[config.mk]
export PLATFORM = sky130hd
export DESIGN_NAME = dbg_ctrl
export DESIGN_NICKNAME = d
export VERILOG_FILES = /design/src/rtl/dbg_pkg.sv /design/src/rtl/dbg_ctrl.sv
export SDC_FILE = /design/constraint.sdc
export NUM_CORES = 1
export LEC_CHECK = 0
export CAP_MARGIN = 20
export CORE_UTILIZATION = 25
export DETAILED_ROUTE_END_ITERATION = 10
export PLACE_DENSITY_LB_ADDON = 0.12
export SETUP_SLACK_MARGIN = 0.02
export SYNTH_ARGS = -nofsm -noshare
export SYNTH_HDL_FRONTEND = slang
export SYNTH_SLANG_ARGS = --single-unit
[constraint.sdc]
create_clock -name clk -period 1.8 [get_ports clk]
set_input_delay 0.36 -clock clk [delete_from_list [all_inputs] [get_ports clk]]
set_output_delay 0.36 -clock clk [all_outputs]
set_load 0.01 [all_outputs]
[src/rtl/dbg_pkg.sv]
// Shared types and constants for the debug run-control block.
package dbg_pkg;

   // Host command opcodes
   typedef enum logic [2:0] {
      OP_STATUS = 3'd0,
      OP_HALT   = 3'd1,
      OP_RESUME = 3'd2,
      OP_STEP   = 3'd3,
      OP_RD_GPR = 3'd4,
      OP_WR_GPR = 3'd5,
      OP_RD_PC  = 3'd6,
      OP_WR_PC  = 3'd7
   } dbg_op_e;

   // Reason the core last entered the halted state
   typedef enum logic [1:0] {
      CAUSE_HOST    = 2'd0,
      CAUSE_STEP    = 2'd1,
      CAUSE_EBREAK  = 2'd2,
      CAUSE_ILLEGAL = 2'd3
   } halt_cause_e;

   // Run-control FSM states
   typedef enum logic [2:0] {
      ST_RUN        = 3'd0,
      ST_DRAIN      = 3'd1,
      ST_HALTED     = 3'd2,
      ST_STEP_RUN   = 3'd3,
      ST_STEP_DRAIN = 3'd4,
      ST_RESP       = 3'd5
   } dbg_state_e;

   // STATUS response layout
   localparam int unsigned STAT_CAUSE_LSB  = 0;
   localparam int unsigned STAT_CAUSE_W    = 2;
   localparam int unsigned STAT_HALTED_BIT = 2;

   // Halt cause implied by a retiring instruction's exception flags
   function automatic halt_cause_e commit_cause(input logic brk, input logic ivd,
                                                input halt_cause_e dflt);
      if (brk)
         return CAUSE_EBREAK;
      if (ivd)
         return CAUSE_ILLEGAL;
      return dflt;
   endfunction

endpackage

[src/rtl/dbg_ctrl.sv]
// Debug run-control: host command decode, halt/step sequencing against
// pipeline drain, GPR/PC access while halted, one response per command.
module dbg_ctrl
   import dbg_pkg::*;
#(
   parameter int unsigned XLEN          = 32,
   parameter int unsigned GPR_NUM       = 16,
   parameter bit          HALT_ON_RESET = 1'b0
) (
   input  logic            clk,
   input  logic            reset,
   input  logic            cmd_valid,
   output logic            cmd_ready,
   input  logic [2:0]      cmd_op,
   input  logic [4:0]      cmd_addr,
   input  logic [XLEN-1:0] cmd_data,
   output logic            rsp_valid,
   input  logic            rsp_ready,
   output logic [XLEN-1:0] rsp_data,
   output logic            rsp_err,
   output logic            core_halt_req,
   input  logic            core_idle,
   input  logic            commit_done,
   input  logic [XLEN-1:0] commit_pc,
   input  logic            commit_brk,
   input  logic            commit_ivd,
   output logic [4:0]      gpr_raddr,
   input  logic [XLEN-1:0] gpr_rdata,
   output logic            gpr_wen,
   output logic [4:0]      gpr_waddr,
   output logic [XLEN-1:0] gpr_wdata,
   output logic            pc_wen,
   output logic [XLEN-1:0] pc_wdata,
   output logic            halted,
   output logic [1:0]      halt_cause
);

   dbg_state_e      state;
   logic            pend_halt;
   logic [XLEN-1:0] last_pc;
   logic [XLEN-1:0] step_pc;
   logic [XLEN-1:0] pc_now;
   logic [XLEN-1:0] status_word;
   logic            accept;
   logic            addr_ok;
   logic            brk_commit;
   dbg_op_e         op;

   assign accept     = cmd_valid && cmd_ready;
   assign op         = dbg_op_e'(cmd_op);
   assign addr_ok    = 32'(cmd_addr) < 32'(GPR_NUM);
   assign brk_commit = commit_done && (commit_brk || commit_ivd);
   // last_pc including a retirement landing in the current cycle
   assign pc_now     = commit_done ? commit_pc : last_pc;
   // core answers reads combinationally, so the index is only driven while a read is accepted
   assign gpr_raddr  = (accept && state == ST_HALTED && op == OP_RD_GPR) ? cmd_addr : 5'd0;

   // STATUS word: halted flag above the current halt cause
   always_comb begin
      status_word = '0;
      status_word[STAT_CAUSE_LSB +: STAT_CAUSE_W] = halt_cause;
      status_word[STAT_HALTED_BIT] = halted;
   end

   // Run-control FSM with registered handshake, core-control and response outputs
   always_ff @(posedge clk) begin
      if (!reset) begin
         state         <= HALT_ON_RESET ? ST_HALTED : ST_RUN;
         core_halt_req <= HALT_ON_RESET;
         halted        <= HALT_ON_RESET;
         halt_cause    <= CAUSE_HOST;
         cmd_ready     <= 1'b1;
         rsp_valid     <= 1'b0;
         rsp_data      <= '0;
         rsp_err       <= 1'b0;
         gpr_wen       <= 1'b0;
         gpr_waddr     <= 5'd0;
         gpr_wdata     <= '0;
         pc_wen        <= 1'b0;
         pc_wdata      <= '0;
         pend_halt     <= 1'b0;
         last_pc       <= '0;
         step_pc       <= '0;
      end else begin
         gpr_wen <= 1'b0;
         pc_wen  <= 1'b0;
         if (commit_done)
            last_pc <= commit_pc;

         if (rsp_valid && rsp_ready) begin
            rsp_valid <= 1'b0;
            rsp_data  <= '0;
            rsp_err   <= 1'b0;
            cmd_ready <= (state == ST_RUN) || (state == ST_HALTED);
         end

         // Default for an accepted command is an immediate ok response; HALT/STEP defer it
         if (accept) begin
            rsp_valid <= 1'b1;
            rsp_data  <= '0;
            rsp_err   <= 1'b0;
            cmd_ready <= 1'b0;
         end

         case (state)
            ST_RUN: begin
               if (accept) begin
                  case (op)
                     OP_STATUS: rsp_data <= status_word;
                     OP_HALT: begin
                        rsp_valid     <= 1'b0;
                        pend_halt     <= 1'b1;
                        core_halt_req <= 1'b1;
                        halt_cause    <= CAUSE_HOST;
                        state         <= ST_DRAIN;
                     end
                     OP_RESUME: rsp_err <= 1'b0;
                     default:   rsp_err <= 1'b1;
                  endcase
               end
               // A trapping retirement wins the cause over a simultaneous host HALT
               if (brk_commit) begin
                  core_halt_req <= 1'b1;
                  halt_cause    <= commit_cause(commit_brk, commit_ivd, CAUSE_HOST);
                  state         <= ST_DRAIN;
                  cmd_ready     <= 1'b0;
               end
            end

            ST_DRAIN: begin
               if (core_idle) begin
                  state  <= ST_HALTED;
                  halted <= 1'b1;
                  if (pend_halt) begin
                     pend_halt <= 1'b0;
                     rsp_valid <= 1'b1;
                     rsp_data  <= pc_now;
                     rsp_err   <= 1'b0;
                     cmd_ready <= 1'b0;
                  end else begin
                     cmd_ready <= !rsp_valid || rsp_ready;
                  end
               end
            end

            ST_HALTED: begin
               if (accept) begin
                  case (op)
                     OP_STATUS: rsp_data <= status_word;
                     OP_HALT:   rsp_err  <= 1'b0;
                     OP_RESUME: begin
                        core_halt_req <= 1'b0;
                        halted        <= 1'b0;
                        state         <= ST_RUN;
                     end
                     OP_STEP: begin
                        rsp_valid     <= 1'b0;
                        core_halt_req <= 1'b0;
                        halted        <= 1'b0;
                        state         <= ST_STEP_RUN;
                     end
                     OP_RD_GPR: begin
                        if (addr_ok)
                           rsp_data <= gpr_rdata;
                        else
                           rsp_err <= 1'b1;
                     end
                     OP_WR_GPR: begin
                        if (!addr_ok) begin
                           rsp_err <= 1'b1;
                        end else if (cmd_addr != 5'd0) begin
                           gpr_wen   <= 1'b1;
                           gpr_waddr <= cmd_addr;
                           gpr_wdata <= cmd_data;
                        end
                     end
                     OP_RD_PC: rsp_data <= last_pc;
                     OP_WR_PC: begin
                        pc_wen   <= 1'b1;
                        pc_wdata <= cmd_data;
                        last_pc  <= cmd_data;
                     end
                  endcase
               end
            end

            ST_STEP_RUN: begin
               // Only the first retirement is the stepped instruction
               if (commit_done) begin
                  core_halt_req <= 1'b1;
                  step_pc       <= commit_pc;
                  halt_cause    <= commit_cause(commit_brk, commit_ivd, CAUSE_STEP);
                  if (core_idle) begin
                     state     <= ST_HALTED;
                     halted    <= 1'b1;
                     rsp_valid <= 1'b1;
                     rsp_data  <= commit_pc;
                     rsp_err   <= 1'b0;
                  end else begin
                     state <= ST_STEP_DRAIN;
                  end
               end
            end

            ST_STEP_DRAIN: begin
               if (core_idle) begin
                  state     <= ST_HALTED;
                  halted    <= 1'b1;
                  rsp_valid <= 1'b1;
                  rsp_data  <= step_pc;
                  rsp_err   <= 1'b0;
               end
            end

            default: begin
               state         <= ST_RUN;
               halted        <= 1'b0;
               core_halt_req <= 1'b0;
               cmd_ready     <= !rsp_valid;
            end
         endcase
      end
   end

endmodule

* Word-level counts from Yosys, hierarchy flattened *
Index checks and enable logic that the tools add are counted.

storage, ports and cells
  memory bits (read-only) = 0
  memories = 0
  memory bits (writable) = 0
  bits in latches = 0
  bits in registers = 178

operators by class
  $mul = 0
  muxes and demuxes = 97
  equality and inequality tests = 21
  bitwise gates (word level) = 2
  shift operators = 0
  add/subtract/negate cells = 0
  div/mod/pow operators = 0
  reductions and logical operators = 29
  order comparisons = 1

operators by type and width
  operator            count
  $mux 32             15
  $pmux 32 s5         1
  $pmux 32 s3         1
  $mux 1              51
  $mux 3              7
  $mux 2              10
  $eq 3x3->1 const B  5
  $eq 3x2->1 const B  4
  $pmux 3 s4          1
  $reduce_and 4->1    3
  $reduce_and 6->1    2
  $ne 2x2->1 const B  5
  $pmux 1 s5          2
  $reduce_and 5->1    2
  $pmux 1 s4          2
  $reduce_or 2->1     4
  $eq 3x1->1 const B  2
  $logic_not 3->1     2
  $pmux 1 s2          3
  $pmux 3 s2          1
  $reduce_and 3->1    2
  $logic_and 1x1->1   5
  $lt 5x5->1 const B  1
  $mux 5              1
  13 further kinds    18

* Logic depth before layout (Yosys ltp) *
Gate-level depths: netlist of run 1.

  word-level depth = 13
  mapped depth = 8
  gate-level depth less buffers = 4

* Worst setup path after synthesis of run 1 *
OpenSTA, ideal clock, no wires.

  kind = flip-flop to flip-flop
  from = register cmd_ready
  to = register gpr_waddr[0]
  stages on the path, launching flop included = 8
  data arrival time = 1809 ps
  period minus slack after synthesis = 1936 ps
  path slack = -136 ps
  cell sequence = dfxtp_1 -> buf_2 -> or4bb_1 -> nor4_4 -> buf_6 -> buf_6 -> mux2i_1 -> nor2_1

between the ends
  longest elaborated chain between the ends = 2

RTL lines
  item                               RTL line         RTL
  start: declaration                 dbg_ctrl.sv:13   output logic cmd_ready,
  start signal: assignment           dbg_ctrl.sv:94   cmd_ready <= (state == ST_RUN) || (state == ST_HALTED);
  start signal: assignment           dbg_ctrl.sv:141  cmd_ready <= !rsp_valid || rsp_ready;
  start signal: assignment           dbg_ctrl.sv:219  cmd_ready <= !rsp_valid;
  $logic_and 1x1->1                  dbg_ctrl.sv:49   assign accept = cmd_valid && cmd_ready;
  $reduce_and 5->1 (no source line)  --
  end signal: assignment             dbg_ctrl.sv:173  gpr_waddr <= cmd_addr;
  end: declaration                   dbg_ctrl.sv:30   output logic [4:0] gpr_waddr,

No other way between the ends.
A chain may end at the register's enable or synchronous reset.

* Worst setup path in the final report of run 1 *
  from = register state[0]
  to = register gpr_waddr[2]

between the ends
  longest elaborated chain between the ends = 2

RTL lines
  item                               RTL line         RTL
  start: declaration                 dbg_ctrl.sv:38   dbg_state_e state;
  start signal: assignment           dbg_ctrl.sv:68   state <= HALT_ON_RESET ? ST_HALTED : ST_RUN;
  $eq 3x2->1                         dbg_ctrl.sv:105  case (state)
  $reduce_and 5->1 (no source line)  --

No other way between the ends.

==> flow_metrics.py, run 1 <==
metrics = {
    "status": {
        "outcome": "finished, violations left",
        "violations": "setup timing",
    },
    "floorplan": {
        "core-area_sq_um": 33500,
        "die_w_um": 187,
        "io_pins": 227,
        "start_util": 0.254,
        "die_y_um": 187,
        "rows": 67,
        "die-area_sq_um": 34800,
    },
    "routing": {
        "drt_wl_total_um": 38000,
        "drtIter0Drc": 477,
        "routedWlPerCell_um": 20.6,
        "drcViolationCount": 0,
        "viasPerCell": 4.99,
        "dr.pass1.iters": 5,
        "final_antenna_net_count": 0,
        "route.vias.total": 9171,
    },
    "cts": {
        "cts_tree": "built",
        "cts.sinks": 178,
        "ctsHtreeMaxLevel": 4,
        "clkTransAtPathRegs_ns": 0.08,
        "cts_buffer_depth": 2,
        "clockRootBuffer": "clkbuf_16",
        "clkLatencyLatePin_ns": 0.44,
        "cts_buffers": 17,
    },
    "global_route": {
        "overflow": 0,
        "grt_max_degree": 36,
        "grt_pass1_vias": 8923,
        "grt_antenna_before_repair": 1,
        "grt_pass1_wl_um": 55800,
        "grt_usage": 0.209,
    },
    "sta": {
        "max_freq_mhz": 477,
        "setup_viol": 124,
        "setup_tns_ns": -24.12,
        "tightestPinTransition_ns": 0.628,
        "period_share": 1.16,
        "rsz0062_at_grt": "true",
        "maxSlewViolCount": 0,
        "timing.hold.ws_ns": 0.454,
        "finClkSkew_ns": 0.0125,
        "final.setup.worst_slack_ns": -0.295,
        "max_slew_margin": 0.578,
        "hold_viol": 0,
        "finalCriticalPeriod_ns": 2.10,
    },
    "critical_path": {
        "cp.depth": 8,
        "crit_family": "simple AND/OR/NAND/NOR gates",
        "r2r-start": "state[0]",
        "required_ns": 2.14,
        "crit_slowest_cell": "or3b_4",
        "cp.arrival_ns": 2.43,
        "endpoint": "gpr_waddr[2]",
        "path_buf_inv": 4,
        "cp_slowest_stage_delay_ns": 0.43,
        "cp-start-kind": "flop",
        "path_common_cell": "buf_6",
        "cp-end-kind": "flop",
        "startpoint": "state[0]",
        "critPathMaxFanout": 10,
        "r2r_cells": 8,
        "crit_chain": "buf_6 -> or3b_4 -> buf_6 -> nor4_4 -> buf_6 -> buf_12 -> mux2i_1 -> nor2_1",
        "worstSetupPathType": "reg2reg",
        "reg2reg_setup_slack_ns": -0.30,
        "worstReg2RegEnd": "gpr_waddr[2]",
    },
    "flow_run": {
        "drv_cap": 0,
    },
    "power": {
        "ir_drop_mv": 0.629,
        "p_switching_uw": 2620,
        "clock_power_share": 0.411,
        "p_leak_uw": 0.00576,
        "pwr-share-seq": 0.423,
        "switching_share": 0.272,
        "power_frac_comb": 0.166,
        "intPower_uw": 7010,
        "power_uw": 9630,
        "cellPowerDensity_nw_per_um2": 647,
    },
    "final_layout": {
        "utilization": 0.444,
        "instances_no_fill": 1839,
        "nets": 1489,
        "layout-drive-gt1-share": 0.339,
        "syn_to_final_growth_pct": 74.6,
    },
    "synth": {
        "synthMostInstantiatedCell": "nand2_1",
        "yosys_warnings": 0,
        "avgSynthCellArea_sq_um": 8.20,
        "async_flop_share": 0,
        "synthCells": 1040,
        "synth.net_count": 1152,
        "synth_area_leaders": "dfxtp_1 (42%), nand2_1 (9.5%), a21oi_1 (7.6%)",
        "ys_ff_latch": 178,
        "synth_commonest_cells": "nand2_1 (215), dfxtp_1 (178), a21oi_1 (130)",
        "yosysUniqueCellTypes": 71,
        "synth_largest_area_cell": "dfxtp_1",
        "synth_edf_count": 0,
        "ys_seq_area_frac": 0.418,
        "syn_area_sq_um": 8530,
        "netlist.area_leader.share": 0.418,
        "synthFlopType": "dfxtp_1",
    },
    "placement": {
        "placed_cells": 1757,
        "io_buffers": 226,
        "dpl.hpwl_um": 25400,
        "gp_congestion": 0.842,
    },
    "hold_path": {
        "hold_class": "reg2reg",
        "whs_path_depth": 2,
    },
}
## placed cells by master, fill, tap and decap left out, drive strengths merged, types with 7 or more instances in the layout
cell           synthesis  routed
o21ai                 19      19
mux2i                 37      37
nand3                 20      20
a211oi                10      10
nor3                  22      22
or3b                  10      10
dfxtp                178     178
nor2                  57      57
mux2                  32      32
dlymetal6s2s           0      22
a31oi                  9       9
clkdlybuf4s50          0     192
a211o                  7       7
a22oi                 19      19
inv                   10      15
a21oi                130     130
nor3b                 13      13
and2                  24      24
clkbuf                70      23
buf                   26     190
a22o                   7       7
o211ai                12      12
o31a                  10      10
a32oi                 19      19
nand2                215     215
## layer usage
metal  track usage  vias to the layer above  share of wire
li1              -                     4401              -
met1         0.284                     4469           0.46
met2         0.334                      267           0.46
met3        0.0474                       34          0.060
met4        0.0501                        0          0.013
met5             0                        -              0
## sequential cells by signal (all words and copies together) (netlist names), 2 cells and up
name and cells:
pc_wdata 32, rsp_data 32, step_pc 32, halt_cause 2
gpr_waddr 5, last_pc 32, state 3, gpr_wdata 32
## cell type report
cell class,instances,area (sq um)
fill,3298,18600
multi-input combinational,757,5660
timing repair buffer,413,4440
sequential,178,3570
tap,448,561
clock buffer,20,467
clock inverter,12,145
inverter,10,40.0
antenna,1,2.50
## how the worst min path moves through the flow
stage	slack [ns]	endpoint	startpoint
6_report	0.45	gpr_waddr[4]	gpr_waddr[4]
4_1_cts	0.44	gpr_waddr[4]	gpr_waddr[4]
3_5_place_dp	0.42	gpr_waddr[4]	gpr_waddr[4]
2_1_floorplan	0.44	step_pc[14]	step_pc[14]
5_1_grt	0.46	gpr_waddr[4]	gpr_waddr[4]
3_3_place_gp	0.42	gpr_waddr[4]	gpr_waddr[4]
## what timing repair did
item,CTS,global route
pin swaps,44,86
hold buffers,0,0
resized for setup,165,224
setup buffers,29,17
cloned,18,3
endpoints found under the setup margin,149,172
## cells by family after synthesis
group,share of synthesized area
AO/OA/AOI/OAI,0.219
XOR/XNOR,0.00103
buffers and inverters,0.0534
flip-flops,0.418
multiplexers,0.0857
AND/OR/NAND/NOR,0.223
## worst reg2reg max path: cells and delay by family (launching register included)
| kind | cells | cell delay [ns] |
|---|---|---|
| buffers and inverters | 4 | 0.67 |
| DFF | 1 | 0.36 |
| muxes | 1 | 0.22 |
| and+or+nand+nor | 3 | 0.75 |
## power by group through the flow
stage / Combinational [uW] / Clock, uW / Sequential [uW]
2_1_floorplan: 552 / 0 / 4150
3_3_place_gp: 1330 / 0 / 4160
3_5_place_dp: 1330 / 0 / 4160
4_1_cts: 1450 / 4060 / 4070
5_1_grt: 1690 / 4230 / 4080
6_report: 1600 / 3960 / 4070
## through the flow
stage / setup slack, ns / area (sq um)
after global routing: -0.365 / 14900
after global placement: -0.705 / 12200
after CTS: -0.302 / 14100
after floorplan: -0.0929 / 8580
after detailed placement: -0.722 / 12200
final: -0.295 / 14900
Power figures use the tool's default switching activity.
==> run 2, diff against run 1 <==
--- a/config.mk
+++ b/config.mk
@@ -9,6 +9,7 @@
 export CORE_UTILIZATION = 25
 export DETAILED_ROUTE_END_ITERATION = 10
 export PLACE_DENSITY_LB_ADDON = 0.12
+export RECOVER_POWER = 50
 export SETUP_SLACK_MARGIN = 0.02
 export SYNTH_ARGS = -nofsm -noshare
 export SYNTH_HDL_FRONTEND = slang
==> flow_metrics.py, run 2 (same netlist as run 1, synthesis figures left out) <==
metrics = {
    "status": {
        "outcome": "finished, violations left",
        "violations": "setup timing",
    },
    "critical_path": {
        "cp.arrival_ns": 2.44,
        "worstSetupPathType": "reg2reg",
        "r2r-start": "state[0]",
        "required_ns": 2.14,
        "cp-start-kind": "flop",
        "r2r_cells": 8,
        "reg2reg_setup_slack_ns": -0.30,
        "critPathMaxFanout": 10,
        "worstReg2RegEnd": "gpr_waddr[2]",
        "cp-end-kind": "flop",
    },
    "sta": {
        "max_freq_mhz": 476,
        "finalCriticalPeriod_ns": 2.10,
        "tightestPinTransition_ns": 0.622,
        "setup_viol": 124,
        "max_slew_margin": 0.582,
        "period_share": 1.17,
        "final.setup.worst_slack_ns": -0.299,
        "finClkSkew_ns": 0.0128,
        "hold_viol": 0,
        "timing.hold.ws_ns": 0.454,
        "maxSlewViolCount": 0,
        "rsz0062_at_grt": "true",
    },
    "floorplan": {
        "die_y_um": 187,
        "die-area_sq_um": 34800,
        "core-area_sq_um": 33500,
        "rows": 67,
        "start_util": 0.254,
        "io_pins": 227,
        "die_w_um": 187,
    },
    "global_route": {
        "grt_usage": 0.209,
        "overflow": 0,
        "grt_antenna_before_repair": 1,
        "grt_pass1_vias": 8923,
        "grt_max_degree": 36,
        "grt_pass1_wl_um": 55800,
    },
    "placement": {
        "gp_congestion": 0.842,
        "io_buffers": 226,
        "dpl.hpwl_um": 25400,
        "placed_area_sq_um": 12200,
        "pre_cts_slack_ns": -0.722,
    },
    "final_layout": {
        "multi_input_area_sq_um": 5660,
        "syn_to_final_growth_pct": 73.0,
        "fin_area_sq_um": 14800,
        "final_cell_mix": "clkdlybuf4s50_1 (192), dfxtp_1 (171), nand2_1 (146)",
        "seq_area_sq_um": 3570,
        "nets": 1489,
        "n_fill_cell": 3327,
        "layout-drive-gt1-share": 0.339,
        "layout_commonest_cell": "clkdlybuf4s50_1",
    },
    "cts": {
        "cts_tree": "built",
        "clkLatencyLatePin_ns": 0.44,
        "clkTransAtPathRegs_ns": 0.08,
        "cts.sinks": 178,
        "clockRootBuffer": "clkbuf_16",
        "ctsHtreeMaxLevel": 4,
        "cts_buffers": 17,
        "cts_buffer_depth": 2,
    },
    "hold_path": {
        "min-delay-start": "gpr_waddr[4]",
        "whs_path_depth": 2,
        "holdPathEnd": "gpr_waddr[4]",
        "hold_class": "reg2reg",
    },
    "power": {
        "p_leak_uw": 0.00534,
        "cellPowerDensity_nw_per_um2": 653,
        "ir_drop_mv": 0.628,
    },
    "routing": {
        "routedWlPerCell_um": 20.7,
        "drt_wl_total_um": 38000,
        "viasPerCell": 5.01,
        "final_antenna_net_count": 0,
        "drcViolationCount": 0,
        "route.vias.total": 9217,
        "dr.pass1.iters": 7,
        "drtIter0Drc": 476,
    },
    "flow_run": {
        "drv_cap": 0,
    },
}
==> run 2: changes by cell type in the layout (fill, tap and decap cells not counted) <==
cell,before,now
dlymetal6s2s_1,22,1
clkbuf_1,0,13
clkdlybuf4s25_1,0,8
==> run 2: power breakdown <==
part	total (uW)	internal [uW]	switching [uW]
Sequential	4070	4010	62.7
Clock	3960	2190	1770
Combinational	1600	804	793
Total	9640	7010	2630
==> run 2: worst max-delay path by stage <==
stage          slack (ns)             to  cells after the start       from
2_1_floorplan       -0.09  gpr_wdata[17]                      8   state[1]
3_3_place_gp        -0.70   gpr_raddr[1]                      7  cmd_op[2]
3_5_place_dp        -0.72   gpr_raddr[1]                      7  cmd_op[0]
4_1_cts             -0.30   gpr_raddr[1]                      7  cmd_ready
5_1_grt             -0.36  gpr_wdata[31]                      8   state[0]
6_report            -0.30   gpr_waddr[2]                      8   state[0]
==> run 2: worst max-delay path, cell delays in order (launching register included) <==
cell and delay, ns:
dfxtp_4 0.36, buf_6 0.12, or3b_4 0.42, buf_6 0.14, nor4_4 0.27, buf_6 0.22, buf_12 0.17, mux2i_1 0.22
nor2_1 0.05
==> run 2: cell type report <==
cell class,instances,share of cell area
Inverter,10,0.00271
Antenna cell,1,0.000170
Clock buffer,20,0.0316
Timing Repair Buffer,413,0.292
Clock inverter,12,0.00984
Multi-Input combinational cell,757,0.383
Sequential cell,178,0.242
Tap cell,448,0.0380
==> run 2: repair_timing <==
item	CTS	global route
gates cloned	18	3
buffers inserted	29	17
hold buffers	0	0
endpoints found under the setup margin	149	172
endpoints found under the hold margin	0	0
pin swaps	44	86
gates resized for setup	165	224
==> run 2: through the flow <==
stage	total power, uW	util	instances	setup TNS, ns
3_3_place_gp	5490	0.364	1757	-71.96
3_5_place_dp	5490	0.364	1757	-71.85
6_report	9640	0.440	1839	-24.37
5_1_grt	10000	0.440	1839	-31.32
4_1_cts	9590	0.421	1835	-23.09
2_1_floorplan	4700	-	1040	-3.61
==> run 2: metal layers <==
metal	share of wire	vias up	track usage
li1	-	4400	-
met1	0.46	4501	0.284
met2	0.46	288	0.334
met3	0.059	28	0.0474
met4	0.013	0	0.0501
met5	0	-	0
